### config.mk
export PLATFORM = sky130hd
export DESIGN_NAME = des_keysearch_controller
export DESIGN_NICKNAME = d
export VERILOG_FILES = /design/src/rtl/des_ctrl_pkg.sv /design/src/rtl/des_key_range_counter.sv /design/src/rtl/des_keysearch_controller.sv
export SDC_FILE = /design/constraint.sdc
export NUM_CORES = 1
export LEC_CHECK = 0
export CAP_MARGIN = 20
export CORE_AREA = 2 2 217 219
export CTS_CLUSTER_SIZE = 10
export DETAILED_ROUTE_END_ITERATION = 10
export DIE_AREA = 0 0 219 221
export DONT_BUFFER_PORTS = 1
export PLACE_DENSITY = 0.54
export SLEW_MARGIN = 20
export SYNTH_ARGS = -nofsm -noshare
export SYNTH_HDL_FRONTEND = slang
export SYNTH_SLANG_ARGS = --single-unit
### constraint.sdc
create_clock -name clk -period 3.8 [get_ports clk]
set_input_delay 0.57 -clock clk [delete_from_list [all_inputs] [get_ports clk]]
set_output_delay 0.57 -clock clk [all_outputs]
set_load 0.05 [all_outputs]
### src/rtl/des_ctrl_pkg.sv
// Shared types and constants for the DES key-search controller.
// Latency: n/a (declarations only).
// Backpressure: n/a.
package des_ctrl_pkg;

  localparam int KEY_W              = 56;  // DES key with parity bits stripped
  localparam int BLK_W              = 64;  // DES block
  localparam int CNT_W              = 57;  // keys_tried must be able to hold 2^56
  localparam int TIMEOUT_CYCLES_DEF = 64;  // engine response budget, eng_start to eng_done

  typedef enum logic [2:0] {
    ST_IDLE   = 3'd0,
    ST_LAUNCH = 3'd1,
    ST_WAIT   = 3'd2,
    ST_CHECK  = 3'd3,
    ST_DRAIN  = 3'd4,
    ST_DONE   = 3'd5
  } state_t;

endpackage

### src/rtl/des_key_range_counter.sv
// Candidate-key register: loads the range start and steps by one, flagging the range end.
// Latency: cur_key updates one cycle after load/inc; last is a compare of registered values.
// Backpressure: none; load and inc are single-cycle commands from the controller FSM.
module des_key_range_counter
  import des_ctrl_pkg::*;
(
  input  logic             clk,
  input  logic             rst_n,
  input  logic             load,
  input  logic             inc,
  input  logic [KEY_W-1:0] lo,
  input  logic [KEY_W-1:0] hi,
  output logic [KEY_W-1:0] cur_key,
  output logic             last
);

  logic [KEY_W-1:0] hi_q;

  // Load wins over inc; the FSM only increments while last is low, so the key never wraps.
  always_ff @(posedge clk) begin
    if (!rst_n) begin
      cur_key <= '0;
      hi_q    <= '0;
    end else if (load) begin
      cur_key <= lo;
      hi_q    <= hi;
    end else if (inc) begin
      cur_key <= cur_key + KEY_W'(1);
    end
  end

  assign last = (cur_key == hi_q);

endmodule

### src/rtl/des_keysearch_controller.sv
// Brute-force known-plaintext DES key search sequencer: one engine launch per candidate key.
// Latency: engine latency + 2 cycles per key (LAUNCH + CHECK); lo > hi reaches DONE in 1 cycle.
// Backpressure: cmd_ready only in IDLE; rsp_valid and status held in DONE until rsp_ack.
module des_keysearch_controller
  import des_ctrl_pkg::*;
#(
  parameter int TIMEOUT_CYCLES = TIMEOUT_CYCLES_DEF
) (
  input  logic             clk,
  input  logic             rst_n,
  input  logic             cmd_valid,
  output logic             cmd_ready,
  input  logic [BLK_W-1:0] cmd_plaintext,
  input  logic [BLK_W-1:0] cmd_target,
  input  logic [KEY_W-1:0] cmd_key_lo,
  input  logic [KEY_W-1:0] cmd_key_hi,
  input  logic             abort,
  output logic             eng_start,
  output logic [BLK_W-1:0] eng_message,
  output logic [KEY_W-1:0] eng_key,
  input  logic             eng_done,
  input  logic [BLK_W-1:0] eng_result,
  output logic             busy,
  output logic             rsp_valid,
  input  logic             rsp_ack,
  output logic             found,
  output logic             exhausted,
  output logic             aborted,
  output logic             timeout_err,
  output logic [KEY_W-1:0] found_key,
  output logic [CNT_W-1:0] keys_tried
);

  // Timer counts cycles elapsed since eng_start; it can reach TIMEOUT_CYCLES when an
  // abort lands on the last WAIT cycle, hence the +1.
  localparam int TMR_W = $clog2(TIMEOUT_CYCLES + 1);

  state_t           state;
  logic [BLK_W-1:0] pt_q;
  logic [BLK_W-1:0] target_q;
  logic [BLK_W-1:0] result_q;
  logic [TMR_W-1:0] timer;
  logic [KEY_W-1:0] cur_key;
  logic             key_last;
  logic             ctr_load;
  logic             ctr_inc;
  logic             timer_expired;
  logic             match;

  assign timer_expired = (timer >= TMR_W'(TIMEOUT_CYCLES - 1));
  assign match         = (result_q == target_q);
  assign ctr_load      = (state == ST_IDLE) && cmd_valid;
  assign ctr_inc       = (state == ST_CHECK) && !abort && !match && !key_last;

  des_key_range_counter u_key_ctr (
    .clk     (clk),
    .rst_n   (rst_n),
    .load    (ctr_load),
    .inc     (ctr_inc),
    .lo      (cmd_key_lo),
    .hi      (cmd_key_hi),
    .cur_key (cur_key),
    .last    (key_last)
  );

  assign cmd_ready   = (state == ST_IDLE);
  assign busy        = (state != ST_IDLE);
  assign rsp_valid   = (state == ST_DONE);
  // An abort in LAUNCH suppresses the pulse so the engine is never left running unattended.
  assign eng_start   = (state == ST_LAUNCH) && !abort;
  assign eng_message = pt_q;
  assign eng_key     = cur_key;

  // Main search FSM: job latch, engine handshake, result compare and status reporting.
  always_ff @(posedge clk) begin
    if (!rst_n) begin
      state       <= ST_IDLE;
      pt_q        <= '0;
      target_q    <= '0;
      result_q    <= '0;
      timer       <= '0;
      keys_tried  <= '0;
      found_key   <= '0;
      found       <= 1'b0;
      exhausted   <= 1'b0;
      aborted     <= 1'b0;
      timeout_err <= 1'b0;
    end else begin
      case (state)
        ST_IDLE: begin
          if (cmd_valid) begin
            pt_q        <= cmd_plaintext;
            target_q    <= cmd_target;
            keys_tried  <= '0;
            found_key   <= '0;
            found       <= 1'b0;
            aborted     <= 1'b0;
            timeout_err <= 1'b0;
            if (cmd_key_lo > cmd_key_hi) begin
              exhausted <= 1'b1;
              state     <= ST_DONE;
            end else begin
              exhausted <= 1'b0;
              state     <= ST_LAUNCH;
            end
          end
        end
        ST_LAUNCH: begin
          if (abort) begin
            aborted <= 1'b1;
            state   <= ST_DONE;
          end else begin
            timer <= TMR_W'(1);
            state <= ST_WAIT;
          end
        end
        ST_WAIT: begin
          if (abort && eng_done) begin
            aborted <= 1'b1;
            state   <= ST_DONE;
          end else if (abort) begin
            timer <= timer + TMR_W'(1);
            state <= ST_DRAIN;
          end else if (eng_done) begin
            result_q <= eng_result;
            state    <= ST_CHECK;
          end else if (timer_expired) begin
            timeout_err <= 1'b1;
            state       <= ST_DONE;
          end else begin
            timer <= timer + TMR_W'(1);
          end
        end
        ST_CHECK: begin
          if (abort) begin
            aborted <= 1'b1;
            state   <= ST_DONE;
          end else begin
            keys_tried <= keys_tried + CNT_W'(1);
            if (match) begin
              found     <= 1'b1;
              found_key <= cur_key;
              state     <= ST_DONE;
            end else if (key_last) begin
              exhausted <= 1'b1;
              state     <= ST_DONE;
            end else begin
              state <= ST_LAUNCH;
            end
          end
        end
        ST_DRAIN: begin
          if (eng_done || timer_expired) begin
            aborted <= 1'b1;
            state   <= ST_DONE;
          end else begin
            timer <= timer + TMR_W'(1);
          end
        end
        ST_DONE: begin
          if (rsp_ack) begin
            found       <= 1'b0;
            exhausted   <= 1'b0;
            aborted     <= 1'b0;
            timeout_err <= 1'b0;
            state       <= ST_IDLE;
          end
        end
        default: state <= ST_IDLE;
      endcase
    end
  end

endmodule

==> metrics.cfg <==
[sta]
max_freq_ghz = 0.333
rsz0062_at_grt = false
timing_max_transition_violations_final = 0
slew_headroom = 0.399
worst_pin_slew_ns = 0.901
skew_ns = 0.0140
finalSetupTns_ns = 0
hold_viol = 0
period_share = 0.789
layout_min_cycle_time_ns = 3.00
setup_viol = 0

[floorplanning]
die_height_um = 221
core_um2 = 46100
start_util = 0.420
dieArea_um2 = 48400
fp.dieW_um = 219
ios = 551
row_count = 79

[global_route]
overflow = 0
grt_usage = 0.261
grt_antenna_before_repair = 5
grt_pass1_wl_um = 97900
grt_pass1_vias = 16000
grt_max_degree = 134

[logic_synthesis]
async_flop_share = 0
yosysUniqueCellTypes = 65
syn_nets = 2760
synth_cells = 2391
ys_seq_area_frac = 0.446
synth_warnings = 0
ys.flop_type = dfxtp_1
avgSynthCellArea_um2 = 8.10
synth_edf_count = 0
netlist_area_um2 = 19400
synth-seq-cells = 431

[cts]
clk_latency_ns = 0.59
numCtsBuffers = 52
clk_pin_slew_ns = 0.06
hold_buffers = 0
clock_sinks = 431
cts_tree = built
post_cts_buffers = 0
cts_resized = 0
clock-root-buffer = clkbuf_16
h-tree-depth = 2
clk_path_buf_depth = 3

[pwr]
p_per_area_nw_per_um2 = 589
irDropWorstVdd_uv = 436
power.leakage_nw = 7.82

[final_layout]
final_common_cell = nand2_1
final_cell_mix = nand2_1, dfxtp_1, a21oi_1
drive_above_1_share = 0.0769
area_growth_pct = 12.5
final_area_um2 = 21800
fill_cells = 4630
nets = 2755

[detailed_routing]
route.detailed.drc = 0
routed_via_density = 5.51
wl_um = 65400
first_pass_iters = 6
postRouteAntennaNets = 0
vias = 16600
wl_per_cell_um = 21.7
drt_iter0_drc = 1205

[place]
numPortBuffers = 0
placed_cell_area_um2 = 20300
hpwl_um = 48900
gp_congestion = 0.901

[critical_path]
regToRegSetupSlack_ns = 0.80
critPathKind = reg2reg
critPathMaxFanout = 56
crit_path_end_kind = flip-flop
arrival_ns = 3.47
required_ns = 4.27
startpoint_type = flip-flop
rr_startpoint = target_q[56]
ff2ff_path_depth = 10
r2r-end = found_key[0]

[flow_run]
drv_cap = 0

[worst_hold_path]
min_from = abort
whs_path_depth = 1
worstHoldPathType = in2reg
hold_path_end = state[1]

[outcome]
status = finished, final reports clean

==> stage by stage <==
step	hold WS (ns)	util	cells	setup slack [ns]	power, mW
after floorplan	0.448	-	2391	1.00	7.53
after global placement	0.454	0.440	2939	0.764	8.38
after detailed placement	0.459	0.440	2939	0.710	8.41
after CTS	0.0231	0.473	3013	0.778	13.0
after global routing	0.0279	0.473	3013	0.584	13.4
final	0.0607	0.473	3015	0.801	12.8
==> flip-flops by register name, summed over array words and instances, names as in the netlist, 3 cells and up <==
register and cells:
eng_message 64, found_key 56, keys_tried 57, result_q 64
state 3, target_q 64, timer 7, u_key_ctr.cur_key 56
u_key_ctr.hi_q 56
==> cell type report <==
cell class	instances	area, um^2	share of cell area
Inverter	90	345	0.0159
Antenna cell	2	5.00	0.000230
Clock buffer	68	1450	0.0667
Timing Repair Buffer	85	688	0.0316
Multi-Input combinational cell	1726	9850	0.453
Tap cell	607	759	0.0349
Sequential cell	431	8630	0.396
Clock inverter	6	41.3	0.00190
==> critical path, cell delays in order, from the launching register on <==
cell and delay, ns:
dfxtp_1 0.32, xnor2_1 0.31, nand4_1 0.17, nor4_1 0.43, nand4_1 0.22, buf_4 0.24
o21a_1 0.19, a31oi_1 0.25, nor2_4 0.04, buf_4 0.32, a22o_1 0.32
==> cell families (layout without fill, tap and decap cells) <==
logic type,Yosys count,count (layout),synth area share
multiplexers,3,3,0.00155
buffers and inverters,234,249,0.0469
AND/OR/NAND/NOR,937,937,0.217
XOR/XNOR,222,222,0.100
other,0,2,0
flip-flops,431,431,0.446
AO/OA/AOI/OAI,505,505,0.150
adder cells (fa/ha/maj),59,59,0.0381
==> per-layer routing <==
layer / share of wire / global-route usage / wire length [um]
met1: 0.40 / 0.315 / 26300
met2: 0.48 / 0.440 / 31100
met3: 0.088 / 0.0792 / 5780
met4: 0.032 / 0.0876 / 2090
met5: 0.00063 / 0 / 41
==> synthesized netlist by cell type (all sizes together) (2+ instances only) <==
| cell | n | share of area |
|---|---|---|
| a21boi | 2 | 0.00078 |
| or2 | 3 | 0.0011 |
| nor2 | 119 | 0.023 |
| a22o | 56 | 0.025 |
| dfxtp | 431 | 0.45 |
| nand2 | 573 | 0.11 |
| and4 | 8 | 0.0036 |
| mux2i | 3 | 0.0016 |
| o211ai | 3 | 0.0012 |
| nor2b | 6 | 0.0019 |
| nor3 | 40 | 0.011 |
| or4 | 2 | 0.00097 |
| and2 | 6 | 0.0019 |
| xnor2 | 182 | 0.082 |
| buf | 24 | 0.0059 |
| a211oi | 11 | 0.0043 |
| nor4b | 2 | 0.00091 |
| and3 | 15 | 0.0049 |
| a2111oi | 2 | 0.0019 |
| nor4 | 29 | 0.012 |
| ha | 59 | 0.038 |
| or3 | 15 | 0.0051 |
| o21ai | 72 | 0.019 |
| nor3b | 5 | 0.0022 |
| inv | 90 | 0.017 |
| nand4 | 61 | 0.022 |
| nand2b | 4 | 0.0013 |
| a21oi | 330 | 0.085 |
| clkbuf | 120 | 0.023 |
| a21o | 6 | 0.0023 |
| xor2 | 40 | 0.018 |
| nand3 | 47 | 0.012 |
| a31oi | 9 | 0.0029 |
==> power breakdown <==
part	internal, mW	leakage [nW]	switching, mW
Combinational	0.838	3.57	1.93
Sequential	4.91	3.51	0.639
Clock	2.63	0.738	1.88
==> worst max path at each step <==
stage                             to            startpoint  cells past startpoint
2_1_floorplan  u_key_ctr.cur_key[50]  u_key_ctr.cur_key[5]                      9
3_3_place_gp               exhausted        cmd_key_hi[55]                      8
3_5_place_dp               exhausted        cmd_key_hi[55]                      8
4_1_cts                found_key[32]          target_q[57]                     10
5_1_grt                found_key[12]          target_q[57]                     10
6_report                found_key[0]          target_q[56]                     10
No activity file was read; power rests on OpenSTA's default activity.
